[config.mk]
export PLATFORM = sky130hd
export DESIGN_NAME = stopwatch_run_controller
export DESIGN_NICKNAME = d
export VERILOG_FILES = /design/src/rtl/stopwatch_run_controller.sv
export SDC_FILE = /design/constraint.sdc
export NUM_CORES = 1
export LEC_CHECK = 0
export BUFFER_PORTS_ARGS = -buffer_cell sky130_fd_sc_hd__buf_2
export CORE_MARGIN = 10
export CORE_UTILIZATION = 57
export DETAILED_ROUTE_END_ITERATION = 8
export HOLD_SLACK_MARGIN = 0.05
export PLACE_DENSITY = 0.82
export SLEW_MARGIN = 20
export SYNTH_ARGS = -nofsm -noshare
export SYNTH_HDL_FRONTEND = slang
export SYNTH_SLANG_ARGS = --single-unit
export TNS_END_PERCENT = 30
[constraint.sdc]
create_clock -name CLK_100Hz -period 5.8 [get_ports CLK_100Hz]
set_clock_uncertainty 0.15 [all_clocks]
set_input_delay 0 -clock CLK_100Hz [delete_from_list [all_inputs] [get_ports CLK_100Hz]]
set_output_delay 0 -clock CLK_100Hz [all_outputs]
set_load 0.03 [all_outputs]
[src/rtl/stopwatch_run_controller.sv]
// Stopwatch run/lap/pause/clear sequencer: debounced buttons drive a clock-enable FSM, lap snapshots and an overflow trap.
// Latency: button to state is DEBOUNCE_TICKS+2 cycles; outputs are registered from next state; no backpressure (runs every cycle).
module stopwatch_run_controller #(
  parameter int unsigned DEBOUNCE_TICKS = 2
) (
  input  logic       CLK_100Hz,
  input  logic       reset_n,
  input  logic       start_stop,
  input  logic       hold,
  input  logic       overflow,
  input  logic [6:0] cnt_mins,
  input  logic [5:0] cnt_secs,
  input  logic [6:0] cnt_decs,
  output logic       count_en,
  output logic       counter_clear,
  output logic       display_freeze,
  output logic       ovf_flag,
  output logic [2:0] state,
  output logic [6:0] disp_mins,
  output logic [5:0] disp_secs,
  output logic [6:0] disp_decs
);

  typedef enum logic [2:0] {
    IDLE      = 3'd0,
    RUN       = 3'd1,
    LAP       = 3'd2,
    PAUSE     = 3'd3,
    LAP_PAUSE = 3'd4,
    OVF       = 3'd5
  } state_t;

  localparam logic [7:0] DB_LAST = 8'(DEBOUNCE_TICKS - 1);

  // Bit 0 carries start_stop, bit 1 carries hold through every stage.
  logic [1:0]      btn_s1;
  logic [1:0]      btn_s2;
  logic [1:0]      btn_db;
  logic [1:0]      btn_db_d;
  logic [1:0][7:0] db_cnt;
  logic [1:0]      press;
  logic            ss_ev;
  logic            hd_ev;

  state_t cur_st;
  state_t nxt_st;
  logic   clr_nxt;
  logic   freeze_nxt;

  always_ff @(posedge CLK_100Hz or negedge reset_n) begin
    if (!reset_n) begin
      btn_s1   <= '0;
      btn_s2   <= '0;
      btn_db   <= '0;
      btn_db_d <= '0;
      db_cnt   <= '0;
    end else begin
      btn_s1   <= {hold, start_stop};
      btn_s2   <= btn_s1;
      btn_db_d <= btn_db;
      for (int i = 0; i < 2; i++) begin
        if (btn_s2[i] == btn_db[i]) begin
          db_cnt[i] <= '0;
        end else if (db_cnt[i] == DB_LAST) begin
          btn_db[i] <= btn_s2[i];
          db_cnt[i] <= '0;
        end else begin
          db_cnt[i] <= db_cnt[i] + 8'd1;
        end
      end
    end
  end

  assign press = btn_db & ~btn_db_d;
  assign ss_ev = press[0];
  assign hd_ev = press[1];

  // Overflow beats buttons while counting; start_stop beats hold otherwise.
  always_comb begin
    nxt_st  = cur_st;
    clr_nxt = 1'b0;
    if (overflow && (cur_st == RUN || cur_st == LAP)) begin
      nxt_st = OVF;
    end else begin
      case (cur_st)
        IDLE:      if (ss_ev) nxt_st = RUN;
        RUN:       if (ss_ev) nxt_st = PAUSE;
                   else if (hd_ev) nxt_st = LAP;
        LAP:       if (ss_ev) nxt_st = LAP_PAUSE;
                   else if (hd_ev) nxt_st = RUN;
        PAUSE:     if (ss_ev) nxt_st = RUN;
                   else if (hd_ev) begin
                     nxt_st  = IDLE;
                     clr_nxt = 1'b1;
                   end
        LAP_PAUSE: if (ss_ev) nxt_st = LAP;
                   else if (hd_ev) nxt_st = PAUSE;
        OVF:       if (hd_ev && !ss_ev) begin
                     nxt_st  = IDLE;
                     clr_nxt = 1'b1;
                   end
        default:   nxt_st = IDLE;
      endcase
    end
  end

  assign freeze_nxt = (nxt_st == LAP) || (nxt_st == LAP_PAUSE);

  always_ff @(posedge CLK_100Hz or negedge reset_n) begin
    if (!reset_n) begin
      cur_st         <= IDLE;
      count_en       <= 1'b0;
      counter_clear  <= 1'b0;
      display_freeze <= 1'b0;
      ovf_flag       <= 1'b0;
      disp_mins      <= '0;
      disp_secs      <= '0;
      disp_decs      <= '0;
    end else begin
      cur_st         <= nxt_st;
      count_en       <= (nxt_st == RUN) || (nxt_st == LAP);
      counter_clear  <= clr_nxt;
      display_freeze <= freeze_nxt;
      ovf_flag       <= (nxt_st == OVF);
      // Snapshot taken on the edge that enters the frozen pair, then held.
      if (clr_nxt) begin
        disp_mins <= '0;
        disp_secs <= '0;
        disp_decs <= '0;
      end else if (!(freeze_nxt && display_freeze)) begin
        disp_mins <= cnt_mins;
        disp_secs <= cnt_secs;
        disp_decs <= cnt_decs;
      end
    end
  end

  assign state = cur_st;

endmodule

Yosys cells after proc, flatten, opt, wreduce, memory -nomap -nowiden
Cells that the tools add are included.

word-level totals
  bits in registers = 51
  output and inout port bits = 27

cells by class
  add/subtract/negate cells = 2
  equality and inequality tests = 14
  mux-type cells = 27
  bitwise gates (word level) = 4
  reductions and logical operators = 10

operator list
  operator                                                          count
  3-bit 2-to-1 mux                                                  11
  8-bit 2-to-1 mux                                                  4
  7-bit 2-to-1 mux                                                  4
  3-bit one-hot mux with 6 select lines                             1
  8-bit by 1-bit adder with 8-bit output (second input constant)    2
  8-bit by 1-bit == test with 1-bit output (second input constant)  2
  3-bit == test (second input constant)                             4
  6-bit 2-to-1 mux                                                  2
  3-bit by 2-bit == test with 1-bit output (second input constant)  3
  3-bit by 1-bit == test with 1-bit output (second input constant)  2
  1-bit 2-to-1 mux                                                  4
  2-bit AND reduction                                               2
  1-bit logical AND                                                 3
  3-bit logical NOT                                                 1
  1-bit logical OR                                                  3
  2-bit AND                                                         1
  1-bit == test                                                     2
  2-bit inequality test (second input constant)                     1
  1-bit inverter                                                    2
  2-bit inverter                                                    1
  1-bit one-hot mux with 2 select lines                             1
  1-bit logical NOT                                                 1

Longest topological paths before layout
Gate-level depths: netlist of run 1.

  depth in word-level cells = 12
  depth in mapped cells = 7
  gate-level depth less buffers = 6

Worst setup path after synthesis of run 1
OpenSTA, ideal clock, no wires.

  kind = reg2reg
  from = reg db_cnt[1] (netlist name)
  to = reg btn_db[0]
  setup time = 125 ps
  data arrival time = 1,687 ps
  setup slack = 3,838 ps
  cell stages (with the launch flop) = 6
  clock period less this slack = 1,962 ps
  path through = dfrtp_1 inv_1 ha_1 or4b_1 or4_4 mux2_4

on the way
  word-level cells in the longest chain between the ends = 2

RTL lines
  what                                      line  RTL
  from (decl)                               40    logic [1:0][7:0] db_cnt;
  from (signal, indexed assignment)         68    db_cnt[i] <= db_cnt[i] + 8'd1;
  8-bit by 1-bit == test with 1-bit output  64    end else if (db_cnt[i] == DB_LAST) begin
  2-bit AND reduction (no source line)      n/a
  to (signal, indexed assignment)           65    btn_db[i] <= btn_s2[i];
  to (decl)                                 38    logic [1:0] btn_db;

No other way between the ends.
A chain may end at the register's enable or synchronous reset.

Final worst setup path of run 1
  from = reg btn_db[0]
  to = reg disp_decs[2]

on the way
  word-level cells in the longest chain between the ends = 10
  elaborated cells between the ends (all ways) = 21

RTL lines
  what                                                                       line  RTL
  2-bit AND *                                                                74    assign press = btn_db & ~btn_db_d;
  1-bit logical NOT                                                          98    OVF: if (hd_ev && !ss_ev) begin
  1-bit logical AND                                                          98
  3-bit 2-to-1 mux                                                           98
  3-bit one-hot mux with 6 select lines                                      85    case (cur_st)
  3-bit 2-to-1 mux                                                           82    if (overflow && (cur_st == RUN || cur_st == LAP)) begin
  3-bit by 2-bit == test with 1-bit output or 3-bit == test (tied branches)  107   assign freeze_nxt = (nxt_st == LAP) || (nxt_st == LAP_PAUSE);
  1-bit logical OR                                                           107
  1-bit logical AND                                                          130   end else if (!(freeze_nxt && display_freeze)) begin
  2-bit inequality test (no source line)                                     n/a
  to (signal assigned)                                                       133   disp_decs <= cnt_decs;
  to (decl)                                                                  21    output logic [6:0] disp_decs

Every way passes the cells marked *; elsewhere a longest branch is shown, timed or not.

==> run metrics, run 1 <==
max cap viols 0; total chip power about 1.2 mW; YS warnings 0; I/O Buffers between 50 and 60; ranking of synthesized cells by instance count dfrtp_1 (51), nand2_1 (47), nor2_1 (23); Fillers between 200 and 250; VDD IR max between 0.0002 and 0.00025 V; first-pass GRT wire length approximately 8300 um; period utilisation layout 0.380; Max Slew Vio Count 0; Initial Util 0.595; routed wire length 5050 um; Max stage delay on crit path ~630 ps; critical path required time about 5800 ps; Ports 52; die footprint roughly 6800 sq um; share of cells above drive strength 1 0.223; H-tree levels 2; CTS buffer count 5; synth top area cells dfrtp_1 (58%), nand2_1 (8.0%), o21ai_1 (4.5%), xor2_1 (4.4%), nor2_1 (3.9%); Async SR Flop Fraction 1.00; Final min period ~2200 ps; worst endpoint data arrival time about 2200 ps; WS Path Type reg -> reg; total gr overflow 0; Final nets approximately 320; clk_lat worst skew a little over 300 ps; die height between 80 and 90 um; area added between synthesis and finish 28.2%; Hold Slack between 150 and 200 ps; CP max stage cell nand3_1; Crit. End Element flip-flop; RSZ-0062 raised after global routing no; startpoint types flip-flop; Reg2Reg Setup Slack ~3600 ps; leakage roughly 1.4 nW; Vias/cell ~5.2; Netlist cell types 36; DRT iter0 DRCs ~210; syn_nets about 250; GR Util All Layers 0.157; Mapped Avg Cell Area around 10 sq um; hpwl dp around 3200 um; share of the synthesized area in the top cell type 0.577; Die X slightly above 80 um; RD Place Congestion approximately 0.90; FMAX around 450 MHz; Final Hold Fails 0; Syn Inst Count 220; Worst Hold Class in -> async; sequential cell area fraction in the yosys report 0.577; Worst-path clk slew 90 ps; mapped cell area around 2200 sq um; antenna-violating nets left 0; initial antenna violation count 0; register bit total from synthesis between 50 and 60; DR vias 1814; Synth Flop Type dfrtp_1; Setup violations, final 0; outcome completed; setup bufs post-CTS 0; drt pass-1 iters 4; root buffer cell clkbuf_8; clk sinks 51; Design Area, Final 2840 sq um; top-count cell post-synth dfrtp_1; WL/cell 14.6 um; CTS tree done; std cell rows 22; CTS Buffer Depth 2; core area 3720 sq um; Setup TNS 0 ps; largest area contributor in the netlist dfrtp_1; Slew HR 0.469; non-filler instance count after layout 346; worst slew pin tran slightly below 800 ps; crit-path max FO 21; Inst Count DP about 310; Power Density 418 nW/um^2; largest net degree at the start of global routing 52; CP Cell Sequence nor2b_1, nor2_1, nand3_1, nand2_1, o21ai_1; number of global-route vias before repair 1800; Post-synth EDFFs 0; Post-route DRC 0; Post-DP Area between 2000 and 2500 sq um
metal layers:
layer	wire (um)	vias to the layer above	global-route usage
met5	0	-	0
met3	374	14	0.0637
met2	2510	59	0.244
li1	-	887	-
met4	140	0	0.0816
met1	2030	854	0.183
path summary, 6_finish.rpt:
| kind | startpoint | to | cells past startpoint |
|---|---|---|---|
| hold reg to reg | btn_s1[1] | btn_s2[1] | 0 |
| max in group asynchronous | reset_n | disp_mins[4] | 3 |
| hold / removal | reset_n | btn_s1[0] | 3 |
| setup / recovery | btn_db[0] | disp_decs[2] | 5 |
| min in group CLK_100Hz | start_stop | btn_s1[0] | 2 |
| setup reg to reg | btn_db[0] | disp_decs[2] | 5 |
cell families (layout without fill, tap and decap cells):
family,after synthesis,count (layout),synth area share
AND/OR/NAND/NOR,101,101,0.207
flip-flops,51,51,0.577
AO/OA/AOI/OAI,35,35,0.0973
XOR/XNOR,14,14,0.0555
buffers and inverters,12,88,0.0238
adder cells (fa/ha/maj),4,4,0.0226
multiplexers,3,3,0.0170
other,0,2,0
critical path, delay by kind of cell, from the launching register on:
kind	cells	cell delay [ps]
DFF	1	430
AOI/OAI and AO/OA	1	90
and+or+nand+nor	4	1400
per-stage QoR:
step | setup WS [ps] | util
after global placement | 3740 | 0.673
final | 3590 | 0.763
after detailed placement | 3670 | 0.673
after floorplan | 3840 | -
after global routing | 3420 | 0.762
after CTS | 3630 | 0.762
layout by cell type, fill, tap and decap left out, types with 2 or more instances in the layout:
cell,instances
o21ai_1,20
ha_1,4
clkinv_4,2
nor2_1,23
clkbuf_8,5
nor3_1,2
nor2b_1,3
o21ai_0,2
inv_1,3
a22oi_1,2
dlygate4sd3_1,24
nand2_1,47
a21oi_1,2
nand3_1,11
dfrtp_1,51
xor2_1,11
diode_2,2
buf_4,2
and3_1,3
buf_2,51
mux2_2,2
o32ai_1,2
nand2b_1,5
xnor2_1,3
state kept, by name (all words and copies together), names as in the netlist:
signal          cells
btn_db              2
btn_db_d            2
db_cnt             16
btn_s1              2
disp_secs           6
counter_clear       1
display_freeze      1
count_en            1
disp_mins           7
state               3
btn_s2              2
disp_decs           7
ovf_flag            1
power by group:
group	switching, mW	total (mW)	internal, mW
clock network	0.116	0.203	0.0867
registers	0.0780	0.518	0.440
logic	0.300	0.464	0.164
area by class of cell:
class,instances,area (sq um),area share
sequential,51,1280,0.450
multi-input combinational,157,882,0.311
timing repair buffer,77,510,0.180
clock buffer,6,72.6,0.0256
tap,48,60.1,0.0212
clock inverter,2,17.5,0.00618
inverter,3,11.3,0.00397
antenna,2,5.00,0.00177
what timing repair did:
action	CTS	global route
hold buffers	24	0
gates resized for setup	0	0
endpoints found under the hold margin	76	0
No activity file was read; power rests on OpenSTA's default activity.
==> run 2: changes to the inputs <==
--- a/config.mk
+++ b/config.mk
@@ -7,10 +7,10 @@
 export LEC_CHECK = 0
 export BUFFER_PORTS_ARGS = -buffer_cell sky130_fd_sc_hd__buf_2
 export CORE_MARGIN = 10
-export CORE_UTILIZATION = 57
+export CORE_UTILIZATION = 53
 export DETAILED_ROUTE_END_ITERATION = 8
 export HOLD_SLACK_MARGIN = 0.05
-export PLACE_DENSITY = 0.82
+export PLACE_DENSITY = 0.77
 export SLEW_MARGIN = 20
 export SYNTH_ARGS = -nofsm -noshare
 export SYNTH_HDL_FRONTEND = slang
==> constraint.sdc (replaced) <==
create_clock -name CLK_100Hz -period 2.2 [get_ports CLK_100Hz]
set_clock_uncertainty 0.15 [all_clocks]
set_input_delay 0 -clock CLK_100Hz [delete_from_list [all_inputs] [get_ports CLK_100Hz]]
set_output_delay 0 -clock CLK_100Hz [all_outputs]
set_load 0.03 [all_outputs]
==> run 2 against run 1 <==
Against the previous run:
- register-to-register slack worse by 3400 ps
- setup slack worse by 3400 ps
- utilization is 4.7 points lower
- first-iteration DRC count is 51% lower
- cell area is 1.7% higher
- worst hold slack worse by 3.3 ps
- routed wire length is 5.7% lower
- maximum frequency is 8.6% higher
- clock power grew to 2.7 times the previous value
- critical path type unchanged
- non-clock buffer count is 4 higher
- sequential share of layout area is 0.76 points lower
==> run metrics, run 2 (synthesis results as in run 1) <==
number of global-route vias before repair 1791 (-0.50%); clk_lat worst skew 300 ps (about the same); Slew HR 0.597 (+0.128); total chip power 3.18 mW (+170%); initial antenna violation count 0 (unchanged); Max stage delay on crit path 440 ps (-190 ps); worst slew pin tran 605 ps (-190 ps); routed wire length 4760 um (-5.7%); Final Hold Fails 0 (unchanged); Final min period 2030 ps (-175 ps); CP Cell Sequence inv_1, ha_1, or4b_1, or4_4, nand2_1, nor2_1; RSZ-0062 raised after global routing no; antenna-violating nets left 0 (unchanged); crit-path max FO 8 (-62%); largest net degree at the start of global routing 52 (unchanged); worst endpoint data arrival time 2060 ps (-180 ps); die height 84.6 um (+2.8%); Worst-path clk slew 90 ps (about the same); period utilisation layout 0.923 (+0.543); CTS tree done; core area 4030 sq um (+8.4%); Die X 84.6 um (+2.8%); std cell rows 23 (+4.5%); Inst Count DP 318 (+1.9%); CP max stage cell or4_4; I/O Buffers 51 (unchanged); H-tree levels 2 (unchanged); startpoint types flip-flop; RD Place Congestion 0.816 (-9.5%); Ports 52 (unchanged); Setup TNS 0 ps (unchanged); critical path required time 2230 ps (-3600 ps); CTS buffer count 5 (unchanged); hpwl dp 3100 um (-1.8%); Vias/cell 5.05 (-3.7%); Initial Util 0.549 (-0.0462); non-filler instance count after layout 350 (+1.2%); die footprint 7150 sq um (+5.7%); final worst slack 169 ps (-3420 ps); max reg flops 16 (unchanged); clk sinks 51 (unchanged); area added between synthesis and finish 30.4%; Worst R2R Path Depth 6 (+1); drt pass-1 iters 4 (unchanged); CTS Buffer Depth 2 (unchanged); max cap viols 0 (unchanged); Final nets 328 (+1.2%); Crit. End Element flip-flop; FMAX 492 MHz (+8.6%); outcome completed; share of cells above drive strength 1 0.237 (+0.0137); Worst Hold Class in -> async; total gr overflow 0 (unchanged); first-pass GRT wire length 8310 um (+0.50%); Max Slew Vio Count 0 (unchanged); Place WS 159 ps (-3510 ps); leakage 1.39 nW (+1.7%); DRT iter0 DRCs 104 (-51%); VDD IR max 0.000608 V (+180%); Antenna diodes 0 (-2); DR vias 1767 (-2.6%); WS Path Type reg -> reg; largest registers db_cnt: 16 flops, disp_decs: 7 flops, disp_mins: 7 flops; Power Density 1100 nW/um^2 (+160%); GR Util All Layers 0.138 (-0.0185); root buffer cell clkbuf_8; commonest non-fill, non-tap cells in the layout dfrtp_1 (51), buf_2 (51), nand2_1 (47), dlygate4sd3_1 (24), nor2_1 (23); WL/cell 13.6 um (-6.8%); largest reg by FF count db_cnt; Post-route DRC 0 (unchanged); Setup violations, final 0 (unchanged)
-- run 2: cell types whose count changed in the layout (fill, tap and decap cells not counted) --
| cell | change |
|---|---|
| diode_2 | -2 |
| clkinvlp_4 | +1 |
| buf_4 | +3 |
| clkbuf_8 | +1 |
| clkinv_4 | -1 |
| buf_12 | +1 |
| clkbuf_1 | -1 |
-- run 2: area by class of cell --
cell class / instances / area [sq um]
clock buffer: 6 / 82.6
clock inverter: 2 / 16.3
fill: 286 / 1140
inverter: 3 / 11.3
multi-input combinational: 157 / 882
sequential: 51 / 1280
tap: 50 / 62.6
timing repair buffer: 81 / 553
-- run 2: repair_timing --
| item | CTS | global route |
|---|---|---|
| endpoints found under the hold margin | 76 | 0 |
| gates resized for setup | 0 | 0 |
| hold buffers | 24 | 0 |
| buffers inserted | 0 | 0 |
-- run 2: critical path: cells and delay by family (launching register included) --
kind,cells,cell delay [ps]
adder cells (fa/ha/maj),1,120
buffers and inverters,1,60
flip-flops,1,410
AND/OR/NAND/NOR,4,1180
-- run 2: power breakdown --
group / switching [mW] / total [mW] / internal, mW
clock network: 0.299 / 0.556 / 0.257
logic: 0.823 / 1.30 / 0.477
registers: 0.160 / 1.32 / 1.16
-- run 2: final timing paths --
check                           startpoint         to  slack, ps
max in group asynchronous          reset_n  db_cnt[1]       1320
min in group CLK_100Hz          start_stop  btn_s1[0]        190
worst max register to register   db_cnt[1]  db_cnt[3]        170
worst min-delay path               reset_n  db_cnt[7]        170
worst min register to register   btn_s1[1]  btn_s2[1]        200
worst max-delay path             db_cnt[1]  db_cnt[3]        170
-- run 2: stage by stage --
stage               instance area [sq um]   util  hold slack [ps]
floorplan                            2210      -             -446
global placement                     2540  0.632            -39.2
detailed placement                   2540  0.632            -40.3
CTS                                  2880  0.716              163
global route                         2880  0.716              208
finish                               2880  0.716              172
-- run 2: layer usage --
metal	GRT usage	vias to the layer above	part of all wire
met2	0.237	36	0.53
met5	0	-	0
met4	0.0644	0	0.019
met3	0.0406	9	0.055
met1	0.154	827	0.39
li1	-	895	-
==> run 3: changes to the inputs <==
--- a/config.mk
+++ b/config.mk
@@ -7,10 +7,10 @@
 export LEC_CHECK = 0
 export BUFFER_PORTS_ARGS = -buffer_cell sky130_fd_sc_hd__buf_2
 export CORE_MARGIN = 10
-export CORE_UTILIZATION = 53
+export CORE_UTILIZATION = 57
 export DETAILED_ROUTE_END_ITERATION = 8
 export HOLD_SLACK_MARGIN = 0.05
-export PLACE_DENSITY = 0.77
+export PLACE_DENSITY = 0.82
 export SLEW_MARGIN = 20
 export SYNTH_ARGS = -nofsm -noshare
 export SYNTH_HDL_FRONTEND = slang
==> constraint.sdc (replaced) <==
create_clock -name CLK_100Hz -period 2.35 [get_ports CLK_100Hz]
set_clock_uncertainty 0.15 [all_clocks]
set_input_delay 0 -clock CLK_100Hz [delete_from_list [all_inputs] [get_ports CLK_100Hz]]
set_output_delay 0 -clock CLK_100Hz [all_outputs]
set_load 0.03 [all_outputs]
==> run 3 against run 2 <==
Against the previous run:
- cell area grew 0.22%
- setup slack gained 130 ps
- highest routed layer unchanged
- critical path type unchanged
- combinational power shrank 8%
- sequential power shrank 5%
- routed wire length grew 8.9%
- critical path depth is the same
- critical endpoint is now db_cnt[2]
- largest cell class unchanged
- largest power group unchanged
==> run metrics, run 3 (synthesis results as in run 1) <==
Vias/cell 5.18 (+2.7%); Design Area, Final 2890 sq um (+0.22%); CP delay by family, top simple AND/OR/NAND/NOR gates; max cap viols 0 (unchanged); total gr overflow 0 (unchanged); number of global-route vias before repair 1805 (+0.78%); largest registers db_cnt: 16 flops, disp_decs: 7 flops, disp_mins: 7 flops; Final nets 328 (unchanged); switching power 1.19 mW (-7.1%); I/O Buffers 51 (unchanged); Max Slew Vio Count 0 (unchanged); area added between synthesis and finish 30.7%; commonest non-fill, non-tap cells in the layout dfrtp_1 (51), buf_2 (51), nand2_1 (47), dlygate4sd3_1 (25), nor2_1 (23); leakage 1.40 nW (+0.22%); Finished Core Util 0.778 (+0.0619); Resized Gates After CTS 0 (unchanged); Hold Slack 72.9 ps (-99.1 ps); sequential share of power 0.414 (-0.002); Die X 82.3 um (-2.7%); worst slew pin tran 825 ps (+221 ps); clk_lat worst skew 300 ps (about the same); CTS Buffer Depth 2 (unchanged); worst endpoint data arrival time 2070 ps (about the same); VDD IR max 0.000711 V (+17%); WL/cell 14.9 um (+9.5%); Crit. End Element flip-flop; drt pass-1 iters 4 (unchanged); Ports 52 (unchanged); clk sinks 51 (unchanged); Setup violations, final 0 (unchanged); H-tree levels 2 (unchanged); Inst Count DP 315 (-0.94%); period utilisation layout 0.873 (-0.0504); FMAX 488 MHz (-0.97%); register area 1280 sq um (unchanged); initial antenna violation count 0 (unchanged); Final min period 2050 ps (+19.9 ps); multi-input logic area 882 sq um (unchanged); Post-DP Area 2530 sq um (-0.39%); Initial Util 0.595 (+0.0462); die height 82.3 um (-2.7%); sw frac 0.395 (-0.00924); CTS tree done; CTS buffer count 5 (unchanged); Final Hold Fails 0 (unchanged); WS Path Type reg -> reg; Post-route DRC 0 (unchanged); std cell rows 22 (-4.3%); Setup TNS 0 ps (unchanged); non-filler instance count after layout 348 (-0.57%); largest net degree at the start of global routing 41 (-21%); outcome completed; Clk network pwr share 0.191 (+0.016); share of cells above drive strength 1 0.227 (-0.00924); hpwl dp 3290 um (+6.0%); DRT iter0 DRCs 90 (-13%); RSZ-0062 raised after global routing no; critical path required time 2370 ps (+140 ps); CP Buf/Inv Count 1 (unchanged); antenna-violating nets left 0 (unchanged); Max stage delay on crit path 430 ps (about the same); DR vias 1804 (+2.1%); Slew HR 0.448 (-0.149); root buffer cell clkbuf_8; Worst-path clk slew 90 ps (about the same); die footprint 6770 sq um (-5.4%); RD Place Congestion 0.786 (-3.7%); CP Cell Sequence inv_1, ha_1, or4b_1, or4_4, nand2_1, nor2_1; CP max stage cell or4_4; Power Density 1040 nW/um^2 (-5.1%); core area 3720 sq um (-7.8%); first-pass GRT wire length 8400 um (+1.2%); Internal Power 1.83 mW (-3.5%); routed wire length 5190 um (+8.9%); Fillers 249 (-13%); startpoint types flip-flop; Comb power frac 0.396 (-0.013); max reg flops 16 (unchanged); largest reg by FF count db_cnt; crit-path max FO 8 (unchanged); GR Util All Layers 0.160 (+0.0213); Worst Hold Class in -> async
run 3: changes by cell type in the layout (fill, tap and decap cells not counted), sizes merged:
cell and change:
buf -1, bufinv +1, clkinv -1, clkinvlp -1
diode +1, dlygate4sd3 +1
run 3: routing by layer:
layer | wire, um | vias up | track usage
li1 | - | 898 | -
met1 | 2100 | 861 | 0.183
met2 | 2720 | 39 | 0.278
met3 | 316 | 6 | 0.0518
met4 | 52 | 0 | 0.0476
met5 | 0 | - | 0
run 3: what timing repair did:
| item | 4_1_cts | 5_1_grt |
|---|---|---|
| buffers inserted | 0 | 0 |
| hold endpoints to repair | 76 | 0 |
| hold buffers | 25 | 0 |
run 3: final cells by class:
class / instances / area share
inverter: 3 / 0.00390
clock buffer: 6 / 0.0251
tap: 48 / 0.0208
antenna: 1 / 0.000866
multi-input combinational: 157 / 0.305
sequential: 51 / 0.442
clock inverter: 1 / 0.0104
timing repair buffer: 81 / 0.192
run 3: power groups by stage:
stage | Sequential, mW | Clock, mW | Combinational [mW]
after floorplan | 1.50 | 0 | 0.586
after global placement | 1.25 | 0 | 1.13
after detailed placement | 1.26 | 0 | 1.16
after CTS | 1.25 | 0.588 | 1.19
after global routing | 1.28 | 0.619 | 1.31
final | 1.25 | 0.575 | 1.19
run 3: final timing paths:
kind	from	to	slack, ps	cells after the start
min in group CLK_100Hz	hold	btn_s1[1]	210	2
setup reg to reg	db_cnt[1]	db_cnt[2]	300	6
hold / removal	reset_n	disp_mins[5]	70	3
max in group asynchronous	reset_n	db_cnt[13]	750	3
setup / recovery	db_cnt[1]	db_cnt[2]	300	6
hold reg to reg	btn_s1[1]	btn_s2[1]	220	0
run 3: through the flow:
step / setup WS (ps) / power (mW)
6_report: 299 / 3.02
5_1_grt: 211 / 3.21
4_1_cts: 285 / 3.03
3_5_place_dp: 290 / 2.42
3_3_place_gp: 355 / 2.38
2_1_floorplan: 388 / 2.08
run 3: worst min-delay path, delay by kind of cell:
kind	cells	cell delay (ps)
buffers and inverters	3	890
